==> src/rtl/spi_ctrl_pkg.sv <==
// Shared types and constants for the SPI arbiter slice: FSM state encoding,
// SPI byte width and the bit positions of {CKP, CPH} in the latched mode.
package spi_ctrl_pkg;

    typedef enum logic [2:0] {
        IDLE  = 3'd0,
        SETUP = 3'd1,
        START = 3'd2,
        WAIT  = 3'd3,
        RESP  = 3'd4,
        GAP   = 3'd5
    } state_t;

    localparam int SPI_DATA_W   = 8;
    localparam int MODE_W       = 2;
    localparam int MODE_CKP_BIT = 1;
    localparam int MODE_CPH_BIT = 0;

endpackage

==> src/rtl/rr_arbiter.sv <==
// Combinational rotating-priority pick: the first set request found when
// searching from ptr upward, wrapping modulo N_REQ.
module rr_arbiter #(
    parameter int N_REQ = 4,
    parameter int PTR_W = $clog2(N_REQ)
) (
    input  logic [N_REQ-1:0] req,
    input  logic [PTR_W-1:0] ptr,
    output logic             valid,
    output logic [PTR_W-1:0] idx
);

    logic [PTR_W:0]   sum;
    logic [PTR_W-1:0] cand;

    // Scan from the farthest offset down so the nearest candidate is written last.
    always_comb begin
        valid = 1'b0;
        idx   = '0;
        sum   = '0;
        cand  = '0;
        for (int i = N_REQ - 1; i >= 0; i--) begin
            sum = {1'b0, ptr} + (PTR_W + 1)'(i);
            if (sum >= (PTR_W + 1)'(N_REQ)) begin
                sum = sum - (PTR_W + 1)'(N_REQ);
            end
            cand = sum[PTR_W-1:0];
            if (req[cand]) begin
                valid = 1'b1;
                idx   = cand;
            end
        end
    end

endmodule

==> src/rtl/spi_arbiter.sv <==
// Round-robin front end for a single SPI master: picks a requester, latches its
// byte and mode, runs one 8-bit transfer with a timeout and returns the result.
module spi_arbiter
    import spi_ctrl_pkg::*;
#(
    parameter int N_REQ   = 4,
    parameter int TIMEOUT = 64,
    parameter int PTR_W   = $clog2(N_REQ)
) (
    input  logic                    clk,
    input  logic                    rst,
    input  logic [N_REQ-1:0]        req,
    input  logic [8*N_REQ-1:0]      req_data,
    input  logic [N_REQ-1:0]        req_ckp,
    input  logic [N_REQ-1:0]        req_cph,
    output logic [N_REQ-1:0]        grant,
    output logic [N_REQ-1:0]        ack,
    output logic [N_REQ-1:0]        err,
    output logic [SPI_DATA_W-1:0]   rx_data,
    output logic                    busy,
    output logic                    m_strt,
    output logic [SPI_DATA_W-1:0]   m_data_in,
    output logic                    m_ckp,
    output logic                    m_cph,
    input  logic                    m_done,
    input  logic [SPI_DATA_W-1:0]   m_rx_data
);

    localparam int TMR_W = $clog2(TIMEOUT);

    state_t                 state;
    state_t                 state_nxt;
    logic [PTR_W-1:0]       ptr;
    logic [PTR_W-1:0]       idx_q;
    logic [SPI_DATA_W-1:0]  data_q;
    logic [MODE_W-1:0]      mode_q;
    logic [TMR_W-1:0]       timer;
    logic                   err_flag;
    logic [SPI_DATA_W-1:0]  rx_q;

    logic                   arb_valid;
    logic [PTR_W-1:0]       arb_idx;
    logic                   timed_out;
    logic [PTR_W-1:0]       idx_next;
    logic [N_REQ-1:0]       owner;
    logic [SPI_DATA_W-1:0]  req_bytes [N_REQ];

    for (genvar g = 0; g < N_REQ; g++) begin : g_bytes
        assign req_bytes[g] = req_data[g*SPI_DATA_W +: SPI_DATA_W];
    end

    rr_arbiter #(
        .N_REQ (N_REQ),
        .PTR_W (PTR_W)
    ) u_rr (
        .req   (req),
        .ptr   (ptr),
        .valid (arb_valid),
        .idx   (arb_idx)
    );

    assign timed_out = (timer == TMR_W'(TIMEOUT - 1));
    assign idx_next  = (idx_q == PTR_W'(N_REQ - 1)) ? '0 : idx_q + 1'b1;
    assign owner     = {{(N_REQ-1){1'b0}}, 1'b1} << idx_q;

    assign m_data_in = data_q;
    assign m_ckp     = mode_q[MODE_CKP_BIT];
    assign m_cph     = mode_q[MODE_CPH_BIT];
    assign rx_data   = rx_q;

    // The timer reads 0 during START and counts through WAIT, so a transfer that
    // never completes is answered TIMEOUT cycles after the start pulse.
    always_ff @(posedge clk) begin
        if (rst) begin
            state    <= IDLE;
            ptr      <= '0;
            idx_q    <= '0;
            data_q   <= '0;
            mode_q   <= '0;
            timer    <= '0;
            err_flag <= 1'b0;
            rx_q     <= '0;
        end else begin
            state <= state_nxt;
            case (state)
                IDLE: begin
                    if (arb_valid) begin
                        idx_q                <= arb_idx;
                        data_q               <= req_bytes[arb_idx];
                        mode_q[MODE_CKP_BIT] <= req_ckp[arb_idx];
                        mode_q[MODE_CPH_BIT] <= req_cph[arb_idx];
                    end
                end
                SETUP: timer <= '0;
                START: timer <= timer + 1'b1;
                WAIT: begin
                    timer <= timer + 1'b1;
                    if (m_done) begin
                        rx_q     <= m_rx_data;
                        err_flag <= 1'b0;
                    end else if (timed_out) begin
                        err_flag <= 1'b1;
                    end
                end
                RESP: ptr <= idx_next;
                default: ;
            endcase
        end
    end

    always_comb begin
        state_nxt = state;
        grant     = '0;
        ack       = '0;
        err       = '0;
        m_strt    = 1'b0;
        busy      = (state != IDLE);
        case (state)
            IDLE: begin
                if (arb_valid) state_nxt = SETUP;
            end
            SETUP: begin
                grant     = owner;
                state_nxt = START;
            end
            START: begin
                grant     = owner;
                m_strt    = 1'b1;
                state_nxt = WAIT;
            end
            WAIT: begin
                grant = owner;
                if (m_done || timed_out) state_nxt = RESP;
            end
            RESP: begin
                grant     = owner;
                ack       = owner;
                err       = err_flag ? owner : '0;
                state_nxt = GAP;
            end
            GAP:     state_nxt = IDLE;
            default: state_nxt = IDLE;
        endcase
    end

endmodule

==> config.mk <==
export PLATFORM = sky130hd
export DESIGN_NAME = spi_arbiter
export DESIGN_NICKNAME = d
export VERILOG_FILES = /design/src/rtl/spi_ctrl_pkg.sv /design/src/rtl/rr_arbiter.sv /design/src/rtl/spi_arbiter.sv
export SDC_FILE = /design/constraint.sdc
export NUM_CORES = 1
export LEC_CHECK = 0
export CAP_MARGIN = 20
export CORE_ASPECT_RATIO = 1.25
export CORE_MARGIN = 3
export CORE_UTILIZATION = 36
export DETAILED_ROUTE_END_ITERATION = 6
export PLACE_DENSITY = 0.85
export SYNTH_ARGS = -nofsm -noshare
export SYNTH_HDL_FRONTEND = slang
export SYNTH_HIERARCHICAL = 1
export SYNTH_SLANG_ARGS = --single-unit
==> constraint.sdc <==
create_clock -name clk -period 1.65 [get_ports clk]
set_input_delay 0.33 -clock clk [delete_from_list [all_inputs] [get_ports clk]]
set_output_delay 0.33 -clock clk [all_outputs]
set_load 0.05 [all_outputs]
==> results.toml, run 1 <==
[routing]
met3_length_um = 411
final_antenna_net_count = 0
wl_met1_um = 2160
routedWlPerCell_um = 18.4
wirelength_um = 6390
routed_via_density = 5.30
route.detailed.drc = 0
dr.pass1.iters = 4
top_layer = "met4"
wl_met2_um = 3630
vias = 1843
first_iter_violations = 58

[global_route]
grt_pass1_vias = 1931
grt_usage_pct = 20.8
overflow = 0
grt_pass1_wl_um = 9110
grt_max_degree = 13
antenna_found_initial = 0

[worst_setup_path]
rr_startpoint = "ptr[1]"
path_class = "reg2reg"
crit_path_end_kind = "flip-flop"
start_kind = "flip-flop"
path_max_fanout = 6
crit_required_ns = 1.83
reg2reg_depth = 7
worstSetupStartpoint = "ptr[1]"
arrival_ns = 2.08
regToRegSetupSlack_ns = -0.25
rr_endpoint = "m_data_in[7]"

[layout]
seq_area_um2 = 651
layout-drive-gt1-share_pct = 39.7
fin_nets = 349
multi_input_area_um2 = 1130
n_antenna_cell = 0
fillCellCount = 322
area_growth_pct = 83.9

[timing]
rsz0062_at_grt = "true"
final_max_slew_viol_count = 0
whs_ns = 0.461
setup_viol_count_final = 21
max_slew_margin_pct = 78.6
fin_skew_ns = 0.0100
fmax_mhz = 526
tightest_slew_ns = 0.320
hold_violations = 0
final.setup.worst_slack_ns = -0.251
fin_crit_ns = 1.90
fin_crit_sh_pct = 115
final.setup.tns_ns = -2.73

[synthesis]
netlist_area_um2 = 1750
synth_nets = 234
yosysTopAreaCellShare_pct = 36.5
synth_seq_cells = 32
syn_inst = 174
synthDistinctLibCells = 44
synth.avg_cell_area_um2 = 10.1
yosysWarnings = 6
synth-seq-area-share_pct = 36.5
synth_largest_area_cell = "dfxtp_1"
netlist_top_cells_area = "dfxtp_1 (37%), mux4_2 (13%), a22o_1 (5.0%)"

[clocking]
htreeDepth = 2
cts.sinks = 32
cts_made_buffers = 5
cts_tree = "done"
insertion_delay_ns = 0.29
clockRootBuffer = "clkbuf_8"
cts.clk_slew.worst_paths_ns = 0.07
cts_hold_buffers = 0
cts_max_path_buffers = 2

[floorplan]
rows = 27
core_area_um2 = 4560
dieHeight_um = 84.0
top_level_ports = 87
dieArea_um2 = 5750
die_x_um = 68.4
initial_core_util_pct = 38.5

[pwr]
power.leakage_uw = 0.00134
p_per_area_nw_per_um2 = 751
ir_drop_v = 0.000468

[worst_hold_path]
whs_endpoint = "rx_data[2]"
min_from = "rx_data[2]"
holdPathStages = 2
hold_class = "reg2reg"

[placement]
portBuffers = 86
globalplace.congestion = 0.808
dpl.hpwl_um = 4220

[outcome]
violations = "setup timing"
status = "finished, violations left"

[job]
drv_cap = 0
## metrics by stage
stage | util [%] | setup WS (ns) | total power, uW | cell area (um2) | instances
after floorplan | - | -0.129 | 1270 | 1780 | 174
after global placement | 64.1 | -0.608 | 1590 | 2930 | 330
after detailed placement | 64.1 | -0.668 | 1610 | 2930 | 330
after CTS | 70.0 | -0.218 | 2400 | 3190 | 348
after global routing | 70.7 | -0.288 | 2510 | 3230 | 348
final | 70.7 | -0.251 | 2420 | 3230 | 348
## synth_stat cells (all sizes together)
library cell and number:
a311oi 1, dfxtp 32, a21oi 12, nand3 1, and2 6, nand2 21
nor4b 1, and2b 1, and4 1, a211o 1, a211oi 2, mux2i 8
o21ai 2, nor3b 3, buf 7, and3 9, clkbuf 3, and4b 1
nor2 13, a22o 10, a32o 1, nor3 2, ha 5, inv 4
a41o 1, a31oi 1, o211a 1, or3 1, o31ai 2, o21bai 1
nand2b 2, nand4b 2, mux4 10, a21o 2, nor2b 2, a41oi 1
a22oi 1
## cell type report
class                      instances  share of cell area, %
clock inverter                     2                   1.09
tap                               58                   2.25
clock buffer                       6                   2.25
sequential                        32                   20.2
multi-input combinational        128                   35.1
inverter                           4                  0.465
timing repair buffer             118                   38.6
## state kept, by name, summed over array words and instances (netlist names)
register	flops
err_flag	1
idx_q	2
m_data_in	8
mode_q	2
ptr	2
rx_data	8
state	3
timer	6
## worst max-delay path by stage
| stage | end | slack (ns) | depth (start not counted) |
|---|---|---|---|
| after floorplan | m_data_in[0] | -0.13 | 6 |
| after global placement | m_data_in[7] | -0.61 | 6 |
| after detailed placement | m_data_in[7] | -0.67 | 6 |
| after CTS | m_data_in[6] | -0.22 | 7 |
| after global routing | m_data_in[7] | -0.29 | 7 |
| final | m_data_in[7] | -0.25 | 7 |
## layer usage
| metal | up-vias | global-route usage (%) |
|---|---|---|
| met5 | - | 0 |
| met4 | 0 | 8.86 |
| met3 | 15 | 5.26 |
| met2 | 68 | 38.7 |
| met1 | 882 | 20.5 |
| li1 | 878 | - |
## layout by cell type, fill, tap and decap left out, types with 3 or more instances in the layout
cell type        synthesis  layout
clkdlybuf4s50_1          0      50
buf_4                    1      43
dfxtp_1                 32      26
nand2_1                 21      21
buf_12                   0      15
nor2_1                  12      11
a21oi_1                 12      11
mux4_2                  10      10
a22o_1                  10      10
and3_4                   0       8
mux2i_1                  8       8
ha_1                     5       5
clkbuf_8                 0       5
buf_6                    2       5
dfxtp_2                  0       5
and2_4                   0       4
inv_1                    3       3
dlygate4sd2_1            0       3
## power by group
group	total, uW	internal [uW]	switching [uW]
registers	861	821	39.5
logic	801	410	391
clock network	762	448	314
total	2420	1680	745
## critical path, stage by stage, from the launching register on
cell and delay (ns):
dfxtp_2 0.36, nand2b_4 0.13, a21oi_2 0.06, a211oi_2 0.18
buf_4 0.20, buf_12 0.14, mux4_2 0.50, a22o_1 0.22
## repair_timing
action                     in CTS  in global routing
gates resized for setup        26                  9
pin swaps                      10                  4
setup endpoints to repair      25                 26
cloned                          3                  0
hold endpoints to repair        0                  0
buffers inserted                7                  0
## logic make-up after synthesis
family / after synthesis / share of synthesized area [%]
AND/OR/NAND/NOR: 66 / 21.7
AO/OA/AOI/OAI: 39 / 16.5
flip-flops: 32 / 36.5
multiplexers: 18 / 17.4
buffers and inverters: 14 / 4.35
adder cells (fa/ha/maj): 5 / 3.57
Power figures use the tool's default switching activity.
==> run 2: changes to the inputs <==
--- a/config.mk
+++ b/config.mk
@@ -10,6 +10,7 @@
 export CORE_MARGIN = 3
 export CORE_UTILIZATION = 36
 export DETAILED_ROUTE_END_ITERATION = 6
+export GPL_ROUTABILITY_DRIVEN = 0
 export PLACE_DENSITY = 0.85
 export SYNTH_ARGS = -nofsm -noshare
 export SYNTH_HDL_FRONTEND = slang
==> results of run 2 <==
Same layout as run 1: the final DEF is identical, and so are final timing and power.
==> run 3: changes to the inputs <==
--- a/config.mk
+++ b/config.mk
@@ -11,6 +11,7 @@
 export CORE_UTILIZATION = 36
 export DETAILED_ROUTE_END_ITERATION = 6
 export GPL_ROUTABILITY_DRIVEN = 0
+export GPL_TIMING_DRIVEN = 0
 export PLACE_DENSITY = 0.85
 export SYNTH_ARGS = -nofsm -noshare
 export SYNTH_HDL_FRONTEND = slang
==> run 3 against run 2 <==
Compared with the run above:
- the flow still finishes with violations (setup timing)
- cell count is 1.4% lower
- critical path depth down 1
- routed wire length is 10% lower
- die area is the same
- worst setup slack improved by 0.022 ns
- non-clock buffer count down 5
- worst hold slack worse by 0.010 ns
- via count shrank 3.4%
==> results.toml, run 3 (synthesis results as in run 1) <==
[outcome]
status = "finished, violations left"
violations = "setup timing"

[clocking]
cts_made_buffers = 5
insertion_delay_ns = 0.28
cts.clk_slew.worst_paths_ns = 0.07
cts_tree = "done"
htreeDepth = 2
cts_max_path_buffers = 2
cts.sinks = 32
clockRootBuffer = "clkbuf_8"

[global_route]
grt_max_degree = 11
grtUsageMet2_pct = 35.2
busiest_layer = "met2"
antenna_found_initial = 0
use_met1_pct = 20.7
grt_pass1_vias = 1762
overflow = 0
use_met3_pct = 5.53
grt_usage_pct = 19.7
grt_pass1_wl_um = 8560

[timing]
final.setup.worst_slack_ns = -0.229
final_max_slew_viol_count = 0
fin_skew_ns = 0.00462
max_slew_margin_pct = 64.3
fin_crit_sh_pct = 114
fin_crit_ns = 1.88
fmax_mhz = 532
hold_violations = 0
tightest_slew_ns = 0.537
setup_viol_count_final = 23
rsz0062_at_grt = "true"
final.setup.tns_ns = -3.53

[worst_setup_path]
path_class = "reg2reg"
crit_path_end_kind = "flip-flop"
arrival_ns = 2.05
regToRegSetupSlack_ns = -0.23
path_max_fanout = 5
start_kind = "flip-flop"
rr_endpoint = "m_data_in[2]"
rr_startpoint = "ptr[1]"
reg2reg_depth = 6
crit_required_ns = 1.82

[job]
drv_cap = 0

[layout]
final_cell_area_um2 = 3110
fin_util_pct = 68.2
area_growth_pct = 77.3
multi_input_area_um2 = 1130
layout-drive-gt1-share_pct = 30.9
seq_area_um2 = 658
fillCellCount = 339
n_antenna_cell = 0
final_common_cell = "clkdlybuf4s50_1"
layout_common_cells = "clkdlybuf4s50_1 (50), dfxtp_1 (26), nand2_1 (21), dlygate4sd2_1 (21), buf_4 (14)"
fin_nets = 344

[floorplan]
die_x_um = 68.4
rows = 27
core_area_um2 = 4560
dieHeight_um = 84.0
dieArea_um2 = 5750
initial_core_util_pct = 38.5
top_level_ports = 87

[pwr]
ir_drop_v = 0.000634
p_per_area_nw_per_um2 = 748
power.leakage_uw = 0.00132

[routing]
routedWlPerCell_um = 16.8
final_antenna_net_count = 0
route.detailed.drc = 0
vias = 1780
wirelength_um = 5750
dr.pass1.iters = 4
first_iter_violations = 51
routed_via_density = 5.19

[worst_hold_path]
min_from = "rx_data[3]"
whs_endpoint = "rx_data[3]"
hold_class = "reg2reg"
holdPathStages = 2

[placement]
portBuffers = 86
pre_cts_slack_ns = -0.792
dpl.hpwl_um = 3720
place_area_um2 = 2710
## run 3: cell count changes in the layout (fill, tap and decap cells not counted), moves of 2 or more
cell / delta
buf_4: -29
dlygate4sd2_1: +18
buf_12: -15
buf_8: +12
buf_6: +6
dfxtp_2: -3
dfxtp_4: +3
a211oi_2: -2
clkbuf_1: +2
## run 3: stage by stage
| stage | cells | power (uW) | hold slack (ns) |
|---|---|---|---|
| after floorplan | 174 | 1270 | 0.463 |
| after global placement | 318 | 1540 | 0.442 |
| final | 343 | 2330 | 0.450 |
| after CTS | 342 | 2320 | 0.452 |
| after global routing | 343 | 2430 | 0.467 |
| after detailed placement | 318 | 1550 | 0.446 |
## run 3: how the worst max path moves through the flow
stage / from / endpoint / depth (start not counted) / slack (ns)
after CTS: ptr[1] / mode_q[1] / 6 / -0.26
after global placement: req[1] / m_data_in[2] / 7 / -0.75
after detailed placement: req[1] / m_data_in[6] / 7 / -0.79
after global routing: ptr[1] / m_data_in[0] / 6 / -0.29
final: ptr[1] / m_data_in[2] / 6 / -0.23
after floorplan: ptr[1] / m_data_in[0] / 6 / -0.13
## run 3: power by group
group	internal [uW]	leakage, uW	switching (uW)	total, uW
sequential	818	0.000264	36.3	855
clock	448	0.0000552	285	733
combinational	357	0.00100	383	740
total	1620	0.00132	704	2330
## run 3: cell type report
cell class / count / area share, %
well taps: 58 / 2.33
flip-flops and latches: 32 / 21.2
inverters: 4 / 0.483
clock inverters: 2 / 1.13
plain buffers: 10 / 3.06
repair buffers: 103 / 33.1
multi-input cells: 128 / 36.4
clock buffers: 6 / 2.33
## run 3: critical path, cell delays in order, from the launching register on
cell and delay, ns:
dfxtp_4 0.37, nand2b_1 0.13, a21oi_2 0.08, a211oi_4 0.27, buf_6 0.19, mux4_2 0.52
a22o_1 0.20
## run 3: metal layers
metal  share of wire [%]  vias up
met2                  54       73
met5                   0        -
met3                 7.0       14
met4                 2.7        0
li1                    -      865
met1                  36      828
## run 3: timing repair
| item | CTS | global route |
|---|---|---|
| hold buffers | 0 | 0 |
| resized for setup | 151 | 21 |
| pin swaps | 6 | 5 |
| cloned | 2 | 0 |
| buffers inserted | 14 | 1 |
| endpoints found under the setup margin | 43 | 25 |
